### src/rtl/hazard_pkg.sv
// hazard_pkg -- shared definitions for the hazard detection unit.
//   REG_AW     : register-address width
//   optype_e   : ID/EX/MEM operation class (none, ALU, load, store)
//   fwd_sel_e  : ID operand source select
//   writes_reg : true for operation classes that produce a register result
package hazard_pkg;

    localparam int REG_AW = 5;

    typedef enum logic [1:0] {
        OP_NONE  = 2'b00,
        OP_ALU   = 2'b01,
        OP_LOAD  = 2'b10,
        OP_STORE = 2'b11
    } optype_e;

    typedef enum logic [1:0] {
        FWD_RF       = 2'b00,
        FWD_EX_ALU   = 2'b01,
        FWD_MEM_ALU  = 2'b10,
        FWD_MEM_LOAD = 2'b11
    } fwd_sel_e;

    function automatic logic writes_reg(input optype_e op);
        return (op == OP_ALU) || (op == OP_LOAD);
    endfunction

endpackage

### src/rtl/hazard_detection_unit_if.sv
// hazard_detection_unit_if -- ID-stage hazard interface.
//   ID fields (driven by the decode stage): rs1_ID, rs2_ID, rd_ID,
//     rs1use_ID, rs2use_ID, hazard_optype_ID, Branch_ID
//   Pipeline controls (driven by the hazard unit): PC_EN_IF, reg_FD_EN,
//     reg_FD_flush, reg_DE_flush, forward_ctrl_A, forward_ctrl_B,
//     forward_ctrl_ls
//   Debug view of the EX/MEM trackers: *_dbg
// There is no valid/ready handshake here: the ID fields are sampled every
// cycle and the controls are a pure combinational response to them plus the
// trackers, so both sides are always "valid" and nothing ever back-pressures.
// modport slave  : the hazard unit
// modport master : the decode stage / testbench
interface hazard_detection_unit_if #(
    parameter int REG_AW = hazard_pkg::REG_AW
);
    logic [REG_AW-1:0] rs1_ID;
    logic [REG_AW-1:0] rs2_ID;
    logic [REG_AW-1:0] rd_ID;
    logic              rs1use_ID;
    logic              rs2use_ID;
    logic [1:0]        hazard_optype_ID;
    logic              Branch_ID;

    logic              PC_EN_IF;
    logic              reg_FD_EN;
    logic              reg_FD_flush;
    logic              reg_DE_flush;
    logic [1:0]        forward_ctrl_A;
    logic [1:0]        forward_ctrl_B;
    logic              forward_ctrl_ls;

    logic [1:0]        ex_optype_dbg;
    logic [REG_AW-1:0] ex_rd_dbg;
    logic [REG_AW-1:0] ex_rs2_dbg;
    logic [1:0]        mem_optype_dbg;
    logic [REG_AW-1:0] mem_rd_dbg;
    logic [REG_AW-1:0] mem_rs2_dbg;

    modport slave (
        input  rs1_ID, rs2_ID, rd_ID, rs1use_ID, rs2use_ID,
               hazard_optype_ID, Branch_ID,
        output PC_EN_IF, reg_FD_EN, reg_FD_flush, reg_DE_flush,
               forward_ctrl_A, forward_ctrl_B, forward_ctrl_ls,
               ex_optype_dbg, ex_rd_dbg, ex_rs2_dbg,
               mem_optype_dbg, mem_rd_dbg, mem_rs2_dbg
    );

    modport master (
        output rs1_ID, rs2_ID, rd_ID, rs1use_ID, rs2use_ID,
               hazard_optype_ID, Branch_ID,
        input  PC_EN_IF, reg_FD_EN, reg_FD_flush, reg_DE_flush,
               forward_ctrl_A, forward_ctrl_B, forward_ctrl_ls,
               ex_optype_dbg, ex_rd_dbg, ex_rs2_dbg,
               mem_optype_dbg, mem_rd_dbg, mem_rs2_dbg
    );

endinterface

### src/rtl/hazard_stage_tracker.sv
// hazard_stage_tracker -- two-entry EX/MEM shadow of the pipeline.
//   clk, rst          : clock, asynchronous active-high reset
//   flush             : insert a bubble into EX instead of the ID fields
//   id_op/id_rd/id_rs2: fields of the instruction leaving ID
//   ex_* / mem_*      : tracked optype, rd and rs2 in EX and MEM
module hazard_stage_tracker
    import hazard_pkg::*;
#(
    parameter int REG_AW = hazard_pkg::REG_AW
) (
    input  logic              clk,
    input  logic              rst,
    input  logic              flush,
    input  optype_e           id_op,
    input  logic [REG_AW-1:0] id_rd,
    input  logic [REG_AW-1:0] id_rs2,
    output optype_e           ex_op,
    output logic [REG_AW-1:0] ex_rd,
    output logic [REG_AW-1:0] ex_rs2,
    output optype_e           mem_op,
    output logic [REG_AW-1:0] mem_rd,
    output logic [REG_AW-1:0] mem_rs2
);

    always_ff @(posedge clk or posedge rst) begin
        if (rst) begin
            ex_op   <= OP_NONE;
            ex_rd   <= '0;
            ex_rs2  <= '0;
            mem_op  <= OP_NONE;
            mem_rd  <= '0;
            mem_rs2 <= '0;
        end else begin
            if (flush) begin
                // Bubble: no register result, so it can never match.
                ex_op  <= OP_NONE;
                ex_rd  <= '0;
                ex_rs2 <= '0;
            end else begin
                ex_op  <= id_op;
                ex_rd  <= id_rd;
                ex_rs2 <= id_rs2;
            end
            mem_op  <= ex_op;
            mem_rd  <= ex_rd;
            mem_rs2 <= ex_rs2;
        end
    end

endmodule

### src/rtl/hazard_detection_unit.sv
// hazard_detection_unit -- ID-stage load-use stall, branch flush and
// operand forwarding control for a 5-stage pipeline.
//   clk, rst : pipeline clock, asynchronous active-high reset
//   hif      : hazard_detection_unit_if.slave (ID fields in, controls out)
// Optional feature: HAZARD_STORE_FWD_EN -- when defined, a store whose only
// dependency on a load in EX is its store data (rs2) does not stall; the
// data is picked up from MEM one cycle later via forward_ctrl_ls.
module hazard_detection_unit
    import hazard_pkg::*;
#(
    parameter int REG_AW = hazard_pkg::REG_AW
) (
    input  logic                    clk,
    input  logic                    rst,
    hazard_detection_unit_if.slave  hif
);

    optype_e           id_op;
    optype_e           ex_op;
    optype_e           mem_op;
    logic [REG_AW-1:0] ex_rd;
    logic [REG_AW-1:0] ex_rs2;
    logic [REG_AW-1:0] mem_rd;
    logic [REG_AW-1:0] mem_rs2;
    logic              de_flush;

    assign id_op = optype_e'(hif.hazard_optype_ID);

    hazard_stage_tracker #(.REG_AW(REG_AW)) u_tracker (
        .clk     (clk),
        .rst     (rst),
        .flush   (de_flush),
        .id_op   (id_op),
        .id_rd   (hif.rd_ID),
        .id_rs2  (hif.rs2_ID),
        .ex_op   (ex_op),
        .ex_rd   (ex_rd),
        .ex_rs2  (ex_rs2),
        .mem_op  (mem_op),
        .mem_rd  (mem_rd),
        .mem_rs2 (mem_rs2)
    );

    // A source matches a stage when it is used, nonzero (x0 is never a real
    // dependency) and equal to a stage that actually writes a register.
    logic ex_a, ex_b, mem_a, mem_b;
    always_comb begin
        ex_a  = hif.rs1use_ID && (hif.rs1_ID != '0) && (hif.rs1_ID == ex_rd)
                && writes_reg(ex_op);
        ex_b  = hif.rs2use_ID && (hif.rs2_ID != '0) && (hif.rs2_ID == ex_rd)
                && writes_reg(ex_op);
        mem_a = hif.rs1use_ID && (hif.rs1_ID != '0) && (hif.rs1_ID == mem_rd)
                && writes_reg(mem_op);
        mem_b = hif.rs2use_ID && (hif.rs2_ID != '0) && (hif.rs2_ID == mem_rd)
                && writes_reg(mem_op);
    end

    function automatic fwd_sel_e pick_fwd(input logic ex_m, input logic mem_m);
        // The youngest producer wins; a load still in EX has no data yet,
        // so it yields no forward (the stall covers that case).
        if (ex_m && ex_op == OP_ALU)         return FWD_EX_ALU;
        else if (mem_m && mem_op == OP_ALU)  return FWD_MEM_ALU;
        else if (mem_m && mem_op == OP_LOAD) return FWD_MEM_LOAD;
        else                                 return FWD_RF;
    endfunction

    logic load_use;
    logic ls_fwd;
    always_comb begin
`ifdef HAZARD_STORE_FWD_EN
        // Store data can wait until EX, where the load result is in MEM.
        load_use = (ex_op == OP_LOAD) &&
                   (ex_a || (ex_b && id_op != OP_STORE));
        ls_fwd   = (ex_op == OP_STORE) && (mem_op == OP_LOAD) &&
                   (mem_rd != '0) && (ex_rs2 == mem_rd);
`else
        load_use = (ex_op == OP_LOAD) && (ex_a || ex_b);
        ls_fwd   = 1'b0;
`endif
    end

    // Reset forces the quiet control set regardless of what ID presents.
    always_comb begin
        hif.PC_EN_IF        = 1'b1;
        hif.reg_FD_EN       = 1'b1;
        hif.reg_FD_flush    = 1'b0;
        de_flush            = 1'b0;
        hif.forward_ctrl_A  = FWD_RF;
        hif.forward_ctrl_B  = FWD_RF;
        hif.forward_ctrl_ls = 1'b0;
        if (!rst) begin
            hif.forward_ctrl_A  = pick_fwd(ex_a, mem_a);
            hif.forward_ctrl_B  = pick_fwd(ex_b, mem_b);
            hif.forward_ctrl_ls = ls_fwd;
            if (load_use) begin
                // Branch outcome is computed from stale operands; ignore it.
                hif.PC_EN_IF  = 1'b0;
                hif.reg_FD_EN = 1'b0;
                de_flush      = 1'b1;
            end else begin
                hif.reg_FD_flush = hif.Branch_ID;
            end
        end
    end

    assign hif.reg_DE_flush   = de_flush;
    assign hif.ex_optype_dbg  = ex_op;
    assign hif.ex_rd_dbg      = ex_rd;
    assign hif.ex_rs2_dbg     = ex_rs2;
    assign hif.mem_optype_dbg = mem_op;
    assign hif.mem_rd_dbg     = mem_rd;
    assign hif.mem_rs2_dbg    = mem_rs2;

endmodule
### src/flat_wrapper.sv
// flat-port wrapper written by rule: the top's interface ports become plain ports
module hazard_detection_unit_flat import hazard_pkg::*;
#(
    parameter int REG_AW = hazard_pkg::REG_AW
)
  (clk, rst, hif_rs1_ID, hif_rs2_ID, hif_rd_ID, hif_rs1use_ID, hif_rs2use_ID, hif_hazard_optype_ID, hif_Branch_ID, hif_PC_EN_IF, hif_reg_FD_EN, hif_reg_FD_flush, hif_reg_DE_flush, hif_forward_ctrl_A, hif_forward_ctrl_B, hif_forward_ctrl_ls, hif_ex_optype_dbg, hif_ex_rd_dbg, hif_ex_rs2_dbg, hif_mem_optype_dbg, hif_mem_rd_dbg, hif_mem_rs2_dbg);
  hazard_detection_unit_if #(.REG_AW(REG_AW)) hif_i ();
  input  logic clk;
  input  logic rst;
  input wire logic [$bits(hif_i.rs1_ID)-1:0] hif_rs1_ID;
  input wire logic [$bits(hif_i.rs2_ID)-1:0] hif_rs2_ID;
  input wire logic [$bits(hif_i.rd_ID)-1:0] hif_rd_ID;
  input wire logic [$bits(hif_i.rs1use_ID)-1:0] hif_rs1use_ID;
  input wire logic [$bits(hif_i.rs2use_ID)-1:0] hif_rs2use_ID;
  input wire logic [$bits(hif_i.hazard_optype_ID)-1:0] hif_hazard_optype_ID;
  input wire logic [$bits(hif_i.Branch_ID)-1:0] hif_Branch_ID;
  output wire logic [$bits(hif_i.PC_EN_IF)-1:0] hif_PC_EN_IF;
  output wire logic [$bits(hif_i.reg_FD_EN)-1:0] hif_reg_FD_EN;
  output wire logic [$bits(hif_i.reg_FD_flush)-1:0] hif_reg_FD_flush;
  output wire logic [$bits(hif_i.reg_DE_flush)-1:0] hif_reg_DE_flush;
  output wire logic [$bits(hif_i.forward_ctrl_A)-1:0] hif_forward_ctrl_A;
  output wire logic [$bits(hif_i.forward_ctrl_B)-1:0] hif_forward_ctrl_B;
  output wire logic [$bits(hif_i.forward_ctrl_ls)-1:0] hif_forward_ctrl_ls;
  output wire logic [$bits(hif_i.ex_optype_dbg)-1:0] hif_ex_optype_dbg;
  output wire logic [$bits(hif_i.ex_rd_dbg)-1:0] hif_ex_rd_dbg;
  output wire logic [$bits(hif_i.ex_rs2_dbg)-1:0] hif_ex_rs2_dbg;
  output wire logic [$bits(hif_i.mem_optype_dbg)-1:0] hif_mem_optype_dbg;
  output wire logic [$bits(hif_i.mem_rd_dbg)-1:0] hif_mem_rd_dbg;
  output wire logic [$bits(hif_i.mem_rs2_dbg)-1:0] hif_mem_rs2_dbg;
  assign hif_i.rs1_ID = hif_rs1_ID;
  assign hif_i.rs2_ID = hif_rs2_ID;
  assign hif_i.rd_ID = hif_rd_ID;
  assign hif_i.rs1use_ID = hif_rs1use_ID;
  assign hif_i.rs2use_ID = hif_rs2use_ID;
  assign hif_i.hazard_optype_ID = hif_hazard_optype_ID;
  assign hif_i.Branch_ID = hif_Branch_ID;
  assign hif_PC_EN_IF = hif_i.PC_EN_IF;
  assign hif_reg_FD_EN = hif_i.reg_FD_EN;
  assign hif_reg_FD_flush = hif_i.reg_FD_flush;
  assign hif_reg_DE_flush = hif_i.reg_DE_flush;
  assign hif_forward_ctrl_A = hif_i.forward_ctrl_A;
  assign hif_forward_ctrl_B = hif_i.forward_ctrl_B;
  assign hif_forward_ctrl_ls = hif_i.forward_ctrl_ls;
  assign hif_ex_optype_dbg = hif_i.ex_optype_dbg;
  assign hif_ex_rd_dbg = hif_i.ex_rd_dbg;
  assign hif_ex_rs2_dbg = hif_i.ex_rs2_dbg;
  assign hif_mem_optype_dbg = hif_i.mem_optype_dbg;
  assign hif_mem_rd_dbg = hif_i.mem_rd_dbg;
  assign hif_mem_rs2_dbg = hif_i.mem_rs2_dbg;
  hazard_detection_unit #(.REG_AW(REG_AW)) u_core (.clk(clk), .rst(rst), .hif(hif_i));
endmodule
### config.mk
export PLATFORM = sky130hd
export DESIGN_NAME = hazard_detection_unit_flat
export DESIGN_NICKNAME = d
export VERILOG_FILES = /design/src/rtl/hazard_pkg.sv /design/src/rtl/hazard_detection_unit_if.sv /design/src/rtl/hazard_stage_tracker.sv /design/src/rtl/hazard_detection_unit.sv /design/src/flat_wrapper.sv
export SDC_FILE = /design/constraint.sdc
export NUM_CORES = 1
export LEC_CHECK = 0
export ABC_AREA = 1
export BUFFER_PORTS_ARGS = -buffer_cell sky130_fd_sc_hd__buf_2
export CAP_MARGIN = 15
export CORE_MARGIN = 4
export CORE_UTILIZATION = 40
export CTS_CLUSTER_SIZE = 10
export DETAILED_ROUTE_END_ITERATION = 16
export GPL_TIMING_DRIVEN = 0
export PLACE_DENSITY = 0.67
export SYNTH_ARGS = -nofsm -noshare
export SYNTH_HDL_FRONTEND = slang
export SYNTH_SLANG_ARGS = --single-unit
### constraint.sdc
create_clock -name clk -period 4.5 [get_ports clk]
set_clock_uncertainty 0.2 [all_clocks]
set_input_delay 0.225 -clock clk [delete_from_list [all_inputs] [get_ports clk]]
set_output_delay 0.225 -clock clk [all_outputs]
set_load 0.005 [all_outputs]
==> impl_metrics.tcl <==
set metrics [dict create \
    dieArea_mm2 0.004173 \
    cts_tree "yes" \
    critical_path_required_ns 4.07 \
    worst_pin_slew_ns 0.9849 \
    syn2layout_area_growth_pct 39.26 \
    drc_errors 0 \
    dr_total_vias 1186 \
    placed_area_mm2 0.001602 \
    clk_latency_ns 0.31 \
    clockRootBuffer "clkbuf_4" \
    min_to "u_core.u_tracker.mem_rs2[4]" \
    synth_top_family_by_area "simple AND/OR/NAND/NOR gates" \
    finalSetupViolations 0 \
    initialDrtViolationCount 69 \
    instances_no_fill 272 \
    cts_buffer_depth 2 \
    wl_um 2993 \
    globalplace.congestion 0.8115 \
    reg2reg_slack_ns 2.53 \
    outcome "finished, final reports clean" \
    r2r_start "u_core.u_tracker.ex_op[0]" \
    synth-seq-cells 24 \
    synth_compound_area_share_pct 5.566 \
    worstHoldStart "u_core.u_tracker.ex_rs2[4]" \
    dp_hpwl_um 2312 \
    placedCellCount 255 \
    ir_worst_vdd_uv 181.6 \
    initial_utilization_pct 41.97 \
    synthXorXnorAreaFrac_pct 5.469 \
    grtUsageTotal_pct 15.29 \
    power.density_mw_per_mm2 264.7 \
    die_w_um 64.60 \
    path_clk_slew_ns 0.13 \
    pre_cts_ws_ns 2.275 \
    ctsResizeCount 0 \
    hold_ws_ns 0.1875 \
    port_buffers 53 \
    drv_slew 0 \
    antenna_found_initial 0 \
    ant_nets 0 \
    cts_sinks 24 \
    overflow 0 \
    slew-limit-headroom_pct 34.27 \
    critical_path.cell_chain "dlygate4sd3_1, buf_2, inv_1, nand3_4, buf_6, buf_4, buf_2" \
    crit_arrival_ns 2.23 \
    synthAdderAreaFrac_pct 3.906 \
    first_pass_iters 4 \
    grt_pass1_wl_um 5009 \
    syn-cell-area_mm2 0.001281 \
    final_nets 255 \
    leakage_nw 1.021 \
    slowest_delay_ns 0.71 \
    h-tree-depth 1 \
    holdPathStages 0 \
    grt_setup_unrepaired "no" \
    numCtsBuffers 3 \
    r2r_cells 11 \
    post-route-period-util_pct 58.99 \
    synth_cell_types 25 \
    synth_seq_area_share_pct 46.88 \
    core-area_mm2 0.003053 \
    drv_cap 0 \
    r2r_end "u_core.u_tracker.ex_rd[3]" \
    setup-tns-final_ns 0 \
    routedWlPerCell_um 11.00 \
    grt_max_degree 28 \
    yosys.area_share.simple_pct 25.59 \
    crit_type "primary input to output port" \
    final_hold_viol_count 0 \
    syn_nets 184 \
    dieHeight_um 64.60 \
    worstSetupEndpointType "output port" \
    vias_per_cell 4.360 \
    slowest_stage "inv_1" \
    cp_common_cell "buf_2" \
    worst_setup_path_start_kind "primary input" \
    antennaDiodeCount 0 \
    yosys-mux-area-fraction_pct 0 \
    yosysWarnings 0 \
    num_rows 20 \
    syn_avg_cell_area_um2 8.109 \
    worst-path-max-fanout 27 \
    drive_gt1_share_pct 32.46 \
    grt_pass1_vias 1150 \
    fin_ws_ns 1.845 \
    fmaxAchievable_ghz 0.3767 \
    hold_path_class "register to register" \
    synth_cells 158 \
    nFillCells 298 \
    pin_count 55 \
    stdcell_area_mm2 0.001784 \
    layout_min_cycle_time_ns 2.655 \
]
-- report_power, final --
group	internal, mW	switching (mW)
combinational	0.0396	0.0435
clock	0.0900	0.0627
sequential	0.227	0.00958
total	0.356	0.116
-- worst max-delay path by stage --
stage,startpoint,depth (start not counted),endpoint
finish,rst,7,hif_reg_FD_EN
global route,rst,7,hif_reg_FD_EN
CTS,rst,7,hif_reg_FD_EN
detailed placement,u_core.u_tracker.ex_op[0],11,hif_reg_FD_EN
global placement,u_core.u_tracker.ex_op[0],11,hif_reg_FD_EN
floorplan,u_core.u_tracker.ex_op[0],10,hif_reg_FD_EN
-- placed cells by master, fill, tap and decap left out --
cell           count
dfrtp_1           24
xor2_1             5
nand2_1           36
inv_2              3
ha_1               4
nor3b_1            1
o21ai_0            4
dlygate4sd3_1     13
nand4_1            2
o211ai_1           1
a21oi_2            1
nand3_4            1
buf_6              1
a21oi_1            6
or2_2              1
nor2b_1            1
clkbuf_4           3
nor2_1            12
o21ai_1            1
buf_4              2
nand3_2            2
bufinv_16          1
nor2_2             2
nand2_2            4
nand3_1            8
inv_1             32
buf_2             53
conb_1             1
xnor2_1            3
-- worst max-delay path: cells and delay by family --
kind	cells	cell delay, ns
buf+inv	6	1.81
simple gates	1	0.18
-- final cells by class --
class	count	area [um^2]	area share, %
inverters	35	131.4	7.363
plain buffers	3	26.28	1.473
clock inverters	1	30.03	1.683
multi-input cells	96	523.0	29.31
clock buffers	3	22.52	1.262
repair buffers	66	395.4	22.16
well taps	44	55.05	3.086
flip-flops and latches	24	600.6	33.66
-- per-stage QoR --
| stage | utilization (%) | total power [mW] |
|---|---|---|
| finish | 58.44 | 0.4723 |
| global route | 58.44 | 0.4988 |
| CTS | 58.44 | 0.4784 |
| detailed placement | 52.46 | 0.3158 |
| global placement | 52.46 | 0.3143 |
| floorplan | - | 0.2806 |
-- repair_timing --
action,4_1_cts,5_1_grt
hold endpoints to repair,36,0
buffers inserted,0,0
hold buffers,13,0
-- per-layer routing --
metal  up-vias  GRT usage [%]  wire length (um)
met5         -              0                 0
met4         0          3.958                10
met3         2          3.120               176
met2        33          27.32              1495
met1       538          18.68              1309
li1        613              -                 -
-- cell families (layout without fill, tap and decap cells) --
group                      after synthesis  in the layout
DFF                                     24             24
adders and majority gates                4              4
xor gates and xnor gates                 8              8
buffers and inverters                   38            108
and+or+nand+nor                         70             70
other                                    1              1
AOI/OAI and AO/OA                       13             13
-- Yosys cell counts --
master,count,area [um^2]
nand3_2,2,20.02
dfrtp_1,24,600.6
nand4_1,2,12.51
buf_4,2,15.01
xnor2_1,3,26.28
nor2_1,12,45.04
o21ai_0,4,20.02
ha_1,4,50.05
o211ai_1,1,7.510
nor3b_1,1,7.510
nand3_1,8,40.04
or2_2,1,6.260
xor2_1,5,43.79
inv_2,3,11.26
a21oi_2,1,8.760
nand3_4,1,17.52
nand2_1,36,135.1
nor2_2,2,12.51
nand2_2,4,25.02
buf_6,1,11.26
conb_1,1,3.750
a21oi_1,6,30.03
nor2b_1,1,6.260
o21ai_1,1,5.000
inv_1,32,120.1
-- flip-flops by register name (all words and copies together) (netlist names) --
signal,cells
u_core.u_tracker.ex_rs2,5
u_core.u_tracker.mem_rs2,5
u_core.u_tracker.mem_op,2
u_core.u_tracker.ex_rd,5
u_core.u_tracker.mem_rd,5
u_core.u_tracker.ex_op,2
(Power assumes the default switching activity.)
